`src/rtl/stream_compare_multilink.sv`:
```
// stream_compare_multilink
//   Multi-lane lockstep comparator for two AXI-Stream inputs. Each beat is
//   split into NLINKS lanes of LINK_WIDTH bits and compared under a per-lane
//   enable mask. Keeps saturating word/error/per-lane counters, captures the
//   first failing word and drives a mode-selectable one-cycle trigger.
//
// Ports
//   clk, reset                      clock, synchronous active-high reset
//   S_AXIS_{0,1}_TDATA/TVALID       stream inputs (lane i at [i*LINK_WIDTH +: LINK_WIDTH])
//   S_AXIS_{0,1}_TREADY             both = TVALID_0 & TVALID_1
//   link_enable                     per-lane compare enable, sampled at acceptance
//   clear                           zero counters, sticky flag and first-error capture
//   latch                           snapshot counters into *_latched
//   trigger_mode                    0/3 off, 1 every error word, 2 first error word only
//   mismatch, mismatch_sticky       trigger pulse and sticky error flag
//   word_count_latched, err_count_latched, lane_err_count_latched  snapshots
//   first_err_valid/index/lanes/data0/data1                         first-error capture
module stream_compare_multilink #(
  parameter int unsigned NLINKS         = 4,
  parameter int unsigned LINK_WIDTH     = 32,
  parameter int unsigned CNT_WIDTH      = 32,
  parameter int unsigned LANE_CNT_WIDTH = 16
) (
  input  logic                               clk,
  input  logic                               reset,
  input  logic [NLINKS*LINK_WIDTH-1:0]       S_AXIS_0_TDATA,
  input  logic                               S_AXIS_0_TVALID,
  output logic                               S_AXIS_0_TREADY,
  input  logic [NLINKS*LINK_WIDTH-1:0]       S_AXIS_1_TDATA,
  input  logic                               S_AXIS_1_TVALID,
  output logic                               S_AXIS_1_TREADY,
  input  logic [NLINKS-1:0]                  link_enable,
  input  logic                               clear,
  input  logic                               latch,
  input  logic [1:0]                         trigger_mode,
  output logic                               mismatch,
  output logic                               mismatch_sticky,
  output logic [CNT_WIDTH-1:0]               word_count_latched,
  output logic [CNT_WIDTH-1:0]               err_count_latched,
  output logic [NLINKS*LANE_CNT_WIDTH-1:0]   lane_err_count_latched,
  output logic                               first_err_valid,
  output logic [CNT_WIDTH-1:0]               first_err_index,
  output logic [NLINKS-1:0]                  first_err_lanes,
  output logic [NLINKS*LINK_WIDTH-1:0]       first_err_data0,
  output logic [NLINKS*LINK_WIDTH-1:0]       first_err_data1
);

  localparam int unsigned DW = NLINKS * LINK_WIDTH;

  typedef enum logic [1:0] {
    TRIG_OFF   = 2'd0,
    TRIG_EVERY = 2'd1,
    TRIG_FIRST = 2'd2,
    TRIG_OFF3  = 2'd3
  } trig_mode_e;

  logic accept;
  assign accept          = S_AXIS_0_TVALID & S_AXIS_1_TVALID;
  assign S_AXIS_0_TREADY = accept;
  assign S_AXIS_1_TREADY = accept;

  // Stage 1: lane compare under the mask present at acceptance
  logic [NLINKS-1:0] lane_diff;
  always_comb begin
    lane_diff = '0;
    for (int unsigned i = 0; i < NLINKS; i++) begin
      lane_diff[i] = link_enable[i] &
                     (S_AXIS_0_TDATA[i*LINK_WIDTH +: LINK_WIDTH] !=
                      S_AXIS_1_TDATA[i*LINK_WIDTH +: LINK_WIDTH]);
    end
  end

  logic              s1_valid_q;
  logic [NLINKS-1:0] s1_diff_q;
  logic [DW-1:0]     s1_data0_q, s1_data1_q;

  // A beat accepted in the clear cycle still enters stage 1; the beat already
  // sitting in stage 1 is dropped by the stage-2 clear priority below.
  always_ff @(posedge clk) begin
    if (reset) begin
      s1_valid_q <= 1'b0;
      s1_diff_q  <= '0;
      s1_data0_q <= '0;
      s1_data1_q <= '0;
    end else begin
      s1_valid_q <= accept;
      if (accept) begin
        s1_diff_q  <= lane_diff;
        s1_data0_q <= S_AXIS_0_TDATA;
        s1_data1_q <= S_AXIS_1_TDATA;
      end
    end
  end

  // Stage 2: counters, sticky flag, first-error capture, trigger
  logic [CNT_WIDTH-1:0]      word_q, word_d, err_q, err_d;
  logic [LANE_CNT_WIDTH-1:0] lane_q [NLINKS];
  logic [LANE_CNT_WIDTH-1:0] lane_d [NLINKS];
  logic                      sticky_q, sticky_d;
  logic                      mis_q, mis_d;
  logic                      fev_q, fev_d;
  logic [CNT_WIDTH-1:0]      fidx_q, fidx_d;
  logic [NLINKS-1:0]         flanes_q, flanes_d;
  logic [DW-1:0]             fd0_q, fd0_d, fd1_q, fd1_d;
  logic                      err_word;
  trig_mode_e                mode;

  assign err_word = s1_valid_q & (|s1_diff_q);
  assign mode     = trig_mode_e'(trigger_mode);

  always_comb begin
    word_d   = word_q;
    err_d    = err_q;
    lane_d   = lane_q;
    sticky_d = sticky_q;
    mis_d    = 1'b0;
    fev_d    = fev_q;
    fidx_d   = fidx_q;
    flanes_d = flanes_q;
    fd0_d    = fd0_q;
    fd1_d    = fd1_q;
    if (clear) begin
      word_d   = '0;
      err_d    = '0;
      for (int unsigned i = 0; i < NLINKS; i++) lane_d[i] = '0;
      sticky_d = 1'b0;
      fev_d    = 1'b0;
      fidx_d   = '0;
      flanes_d = '0;
      fd0_d    = '0;
      fd1_d    = '0;
    end else if (s1_valid_q) begin
      if (word_q != '1) word_d = word_q + CNT_WIDTH'(1);
      if (err_word) begin
        if (err_q != '1) err_d = err_q + CNT_WIDTH'(1);
        sticky_d = 1'b1;
        for (int unsigned i = 0; i < NLINKS; i++) begin
          if (s1_diff_q[i] && (lane_q[i] != '1))
            lane_d[i] = lane_q[i] + LANE_CNT_WIDTH'(1);
        end
        if (!fev_q) begin
          fev_d    = 1'b1;
          fidx_d   = word_q;
          flanes_d = s1_diff_q;
          fd0_d    = s1_data0_q;
          fd1_d    = s1_data1_q;
        end
        case (mode)
          TRIG_EVERY: mis_d = 1'b1;
          TRIG_FIRST: mis_d = ~fev_q;
          default:    mis_d = 1'b0;
        endcase
      end
    end
  end

  always_ff @(posedge clk) begin
    if (reset) begin
      word_q   <= '0;
      err_q    <= '0;
      for (int unsigned i = 0; i < NLINKS; i++) lane_q[i] <= '0;
      sticky_q <= 1'b0;
      mis_q    <= 1'b0;
      fev_q    <= 1'b0;
      fidx_q   <= '0;
      flanes_q <= '0;
      fd0_q    <= '0;
      fd1_q    <= '0;
    end else begin
      word_q   <= word_d;
      err_q    <= err_d;
      lane_q   <= lane_d;
      sticky_q <= sticky_d;
      mis_q    <= mis_d;
      fev_q    <= fev_d;
      fidx_q   <= fidx_d;
      flanes_q <= flanes_d;
      fd0_q    <= fd0_d;
      fd1_q    <= fd1_d;
    end
  end

  // Snapshot takes the current register values, so a simultaneous clear
  // still yields the pre-clear counts.
  logic [CNT_WIDTH-1:0]             word_lat_q, err_lat_q;
  logic [NLINKS*LANE_CNT_WIDTH-1:0] lane_lat_q;

  always_ff @(posedge clk) begin
    if (reset) begin
      word_lat_q <= '0;
      err_lat_q  <= '0;
      lane_lat_q <= '0;
    end else if (latch) begin
      word_lat_q <= word_q;
      err_lat_q  <= err_q;
      for (int unsigned i = 0; i < NLINKS; i++)
        lane_lat_q[i*LANE_CNT_WIDTH +: LANE_CNT_WIDTH] <= lane_q[i];
    end
  end

  assign mismatch               = mis_q;
  assign mismatch_sticky        = sticky_q;
  assign word_count_latched     = word_lat_q;
  assign err_count_latched      = err_lat_q;
  assign lane_err_count_latched = lane_lat_q;
  assign first_err_valid        = fev_q;
  assign first_err_index        = fidx_q;
  assign first_err_lanes        = flanes_q;
  assign first_err_data0        = fd0_q;
  assign first_err_data1        = fd1_q;

endmodule

```
`config.mk`:
```
export PLATFORM = sky130hd
export DESIGN_NAME = stream_compare_multilink
export DESIGN_NICKNAME = d
export VERILOG_FILES = /design/src/rtl/stream_compare_multilink.sv
export SDC_FILE = /design/constraint.sdc
export NUM_CORES = 2
export LEC_CHECK = 0
export ABC_AREA = 1
export BUFFER_PORTS_ARGS = -buffer_cell sky130_fd_sc_hd__buf_2
export CORE_MARGIN = 4
export CORE_UTILIZATION = 44
export CTS_CLUSTER_SIZE = 24
export DETAILED_ROUTE_END_ITERATION = 6
export HOLD_SLACK_MARGIN = 0.02
export PLACE_DENSITY = 0.74
export RECOVER_POWER = 100
export SLEW_MARGIN = 20
export SYNTH_ARGS = -nofsm -noshare
export SYNTH_HDL_FRONTEND = slang
export SYNTH_SLANG_ARGS = --single-unit
export TNS_END_PERCENT = 50
```
`constraint.sdc`:
```
create_clock -name clk -period 1.6 [get_ports clk]
set_input_delay 0 -clock clk [delete_from_list [all_inputs] [get_ports clk]]
set_output_delay 0 -clock clk [all_outputs]
set_load 0.01 [all_outputs]
```
==> results.yml <==
outcome:
  status: "complete, but fails checks"
  failed_checks: "negative setup slack"
global_routing:
  use_met3_pct: 6.86
  met2_usage_pct: 47.1
  grt.total_usage_pct: 28.6
  grt_first_pass_wirelength_mm: 180
  grt_pass1_vias: 32700
  antenna_found_initial: 5
  use_met1_pct: 34.1
  grt_start_max_net_pins: 115
  grt-busiest-layer: "met2"
  grt_overflow: 0
power:
  p_int_uw: 34500
  p_clk_share_pct: 44.2
  switchingPower_uw: 11300
  p_leak_uw: 0.0191
  switching_share_pct: 24.6
  total_power_uw: 45800
  ir_worst_vdd_v: 0.00109
  p_per_area_nw_per_um2: 1020
  p_seq_share_pct: 46.5
  pwr-share-comb_pct: 9.4
clocking:
  root_buffer: "clkbuf_16"
  clock_path_buffers: 3
  cts.sinks: 811
  cts.clk_slew.worst_paths_ps: 60
  cts_tree: "done"
  cts_inserted_buffers: 85
  h-tree-depth: 3
  clk_latency_ps: 640
detailed_routing:
  firstDrtPassIters: 6
  drt_iter0_drc: 2800
  route.detailed.drc: 0
  wire_per_inst_um: 18.5
  drtAntennaViolNets: 0
  drt-total-wl_mm: 122
  route.vias.total: 34500
  routed_via_density: 5.25
logic_synthesis:
  synth-compound-area-share_pct: 15.3
  synth_top_family_by_area: "simple AND/OR/NAND/NOR gates"
  yosys_warnings: 0
  ys_seq_area_share_pct: 49.7
  synth_adder_area_share_pct: 0.307
  ys_seq_elements: 811
  synth_nets: 4718
  post_synth_num_cell_types: 43
  synthCells: 4442
  postSynthAreaPerCell_um2: 7.35
  yosys.area_share.simple_pct: 24.8
  synth_xor_area_share_pct: 3.86
  synth_area_um2: 32700
  synth_mux_area_share_pct: 0
layout:
  design_area_um2: 45000
  syn2layout_area_growth_pct: 37.7
  fillers: 6217
  final_nets: 5826
  mostFrequentLayoutCells: "1214 x nor2_1, 771 x dfxtp_1, 589 x o21ai_0"
  final_common_cell: "nor2_1"
  ff_latch_area_um2: 16300
  final_cells: 6576
  drive_above_1_share_pct: 16.3
  multi_input_area_um2: 15000
worst_setup_path:
  rr_worst_depth: 9
  r2r_end: "lane_q[15]"
  cp-end-kind: "flip-flop"
  crit_start: "lane_q[1]"
  cp.arrival_ps: 2200
  required_ps: 2110
  critPathBufInv: 2
  crit_type: "flip-flop to flip-flop"
  slowest_delay_ps: 350
  rr_startpoint: "lane_q[1]"
  crit_slowest_cell: "dfxtp_2"
  crit_family: "simple AND/OR/NAND/NOR gates"
  crit_chain: "ha_4 > nand3_4 > nor3_4 > nand3_1 > nand2_2 > clkinvlp_4 > buf_6 > nand2_1 > a21oi_2"
  crit_cells: 9
  rrSetupSlack_ps: -90
  worstPathMaxFanout: 7
  critPathLaunchType: "flip-flop"
die:
  chipHeight_um: 280
  core-area_um2: 73200
  rows: 99
  num_io_pins: 693
  die_w_um: 280
  start_util_pct: 44.6
  die_area_um2: 78600
sta:
  worst_pin_slew_ps: 977
  min_period_over_period_pct: 105
  setup_ws_ps: -87.8
  max_clock_freq_ghz: 0.592
  layout_min_cycle_time_ps: 1690
  slew_viol_final: 0
  timing.slew.headroom_pct: 34.8
  hold_viol: 0
  rsz0062_at_grt: "yes"
  finalSetupViolations: 41
  skew_ps: 24.3
place:
  place_congestion: 0.953
  post_dp_cell_area_um2: 38700
  dp_cells: 6086
  dpl.hpwl_mm: 80.6
  io_buffers: 692
min_path:
  min_path_cells: 4
  holdPathEnd: "s1_data1_q[62]"
  hp-class: "primary input to flip-flop"
  worstHoldStart: "S_AXIS_1_TDATA[62]"
run:
  drv_cap: 0
[Yosys cell counts (all sizes together)]
| library cell | count | area share, % |
|---|---|---|
| clkinv | 1 | 0.011 |
| a21boi | 3 | 0.080 |
| nor4 | 1 | 0.019 |
| and2 | 2 | 0.038 |
| buf | 72 | 1.3 |
| xor2 | 42 | 1.1 |
| dfxtp | 811 | 50 |
| o21ai | 710 | 11 |
| clkbuf | 189 | 2.2 |
| nor2 | 1258 | 15 |
| o21bai | 1 | 0.023 |
| and3 | 4 | 0.077 |
| nand4 | 21 | 0.42 |
| nand2 | 625 | 7.5 |
| xnor2 | 102 | 2.7 |
| nand3 | 64 | 1.0 |
| inv | 212 | 2.4 |
| or2 | 3 | 0.057 |
| a21oi | 261 | 4.3 |
| nor3 | 42 | 0.74 |
| a31oi | 1 | 0.019 |
| ha | 8 | 0.31 |
| nand3b | 9 | 0.21 |
[cell families (layout without fill, tap and decap cells)]
kind of cell               Yosys count  after routing
AOI/OAI and AO/OA                  976            976
buffers and inverters              474           1641
xor gates and xnor gates           144            144
and+or+nand+nor                   2029           2032
adders and majority gates            8              8
DFF                                811            811
other                                0              5
[timing repair]
item | CTS | global route
setup buffers | 2 | 22
resized for setup | 24 | 290
setup endpoints to repair | 208 | 378
hold buffers | 299 | 0
gates cloned | 1 | 13
pin swaps | 2 | 52
hold endpoints to repair | 453 | 0
[stage by stage]
stage | setup WS, ps | setup TNS, ps | hold slack [ps] | util (%)
floorplan | -0.644 | -0.644 | 148 | -
global placement | -290 | -3770 | 265 | 52.9
detailed placement | -254 | -7280 | 273 | 52.9
CTS | -16.3 | -22.6 | 140 | 61.1
global route | -156 | -11530 | 196 | 61.4
finish | -87.8 | -1160 | 185 | 61.4
[power by group through the flow]
stage          combinational [µW]  clock (µW)  sequential (µW)
2_1_floorplan                1830           0            21700
3_3_place_gp                 3520           0            21700
3_5_place_dp                 3560           0            21700
4_1_cts                      4190       20600            21300
5_1_grt                      4680       21300            21300
6_report                     4290       20200            21300
[metal layers]
layer	vias to the layer above	routed length, µm
met1	16000	46800
li1	16500	-
met2	1636	56300
met3	445	10400
met5	-	13
met4	2	8010
[sequential cells by signal (all words and copies together) (netlist names), 4 cells and up]
signal                  count
first_err_index            32
s1_data0_q                128
lane_q                     64
first_err_data0           128
err_q                      32
lane_err_count_latched     64
word_count_latched         32
err_count_latched          32
first_err_data1           128
first_err_lanes             4
word_q                     32
s1_diff_q                   4
s1_data1_q                128
[how the worst max path moves through the flow]
stage                      end  slack, ps
floorplan           word_q[26]       -0.6
global placement    lane_q[61]       -290
detailed placement  lane_q[61]       -250
CTS                 lane_q[12]        -20
global route         lane_q[9]       -160
finish              lane_q[15]        -90
[final cells by class]
cell class,instances,area share [%]
timing repair buffer,1279,19.4
inverter,213,1.90
multi-input combinational,3160,33.4
tap,959,2.67
antenna,5,0.0278
sequential,811,36.2
clock buffer,120,5.45
clock inverter,29,0.893
[tightest hold or removal path: stages]
cell and delay, ps:
dlygate4sd3_1 520, buf_2 110, o21ai_0 80, nor2_1 80
(Power assumes the default switching activity.)
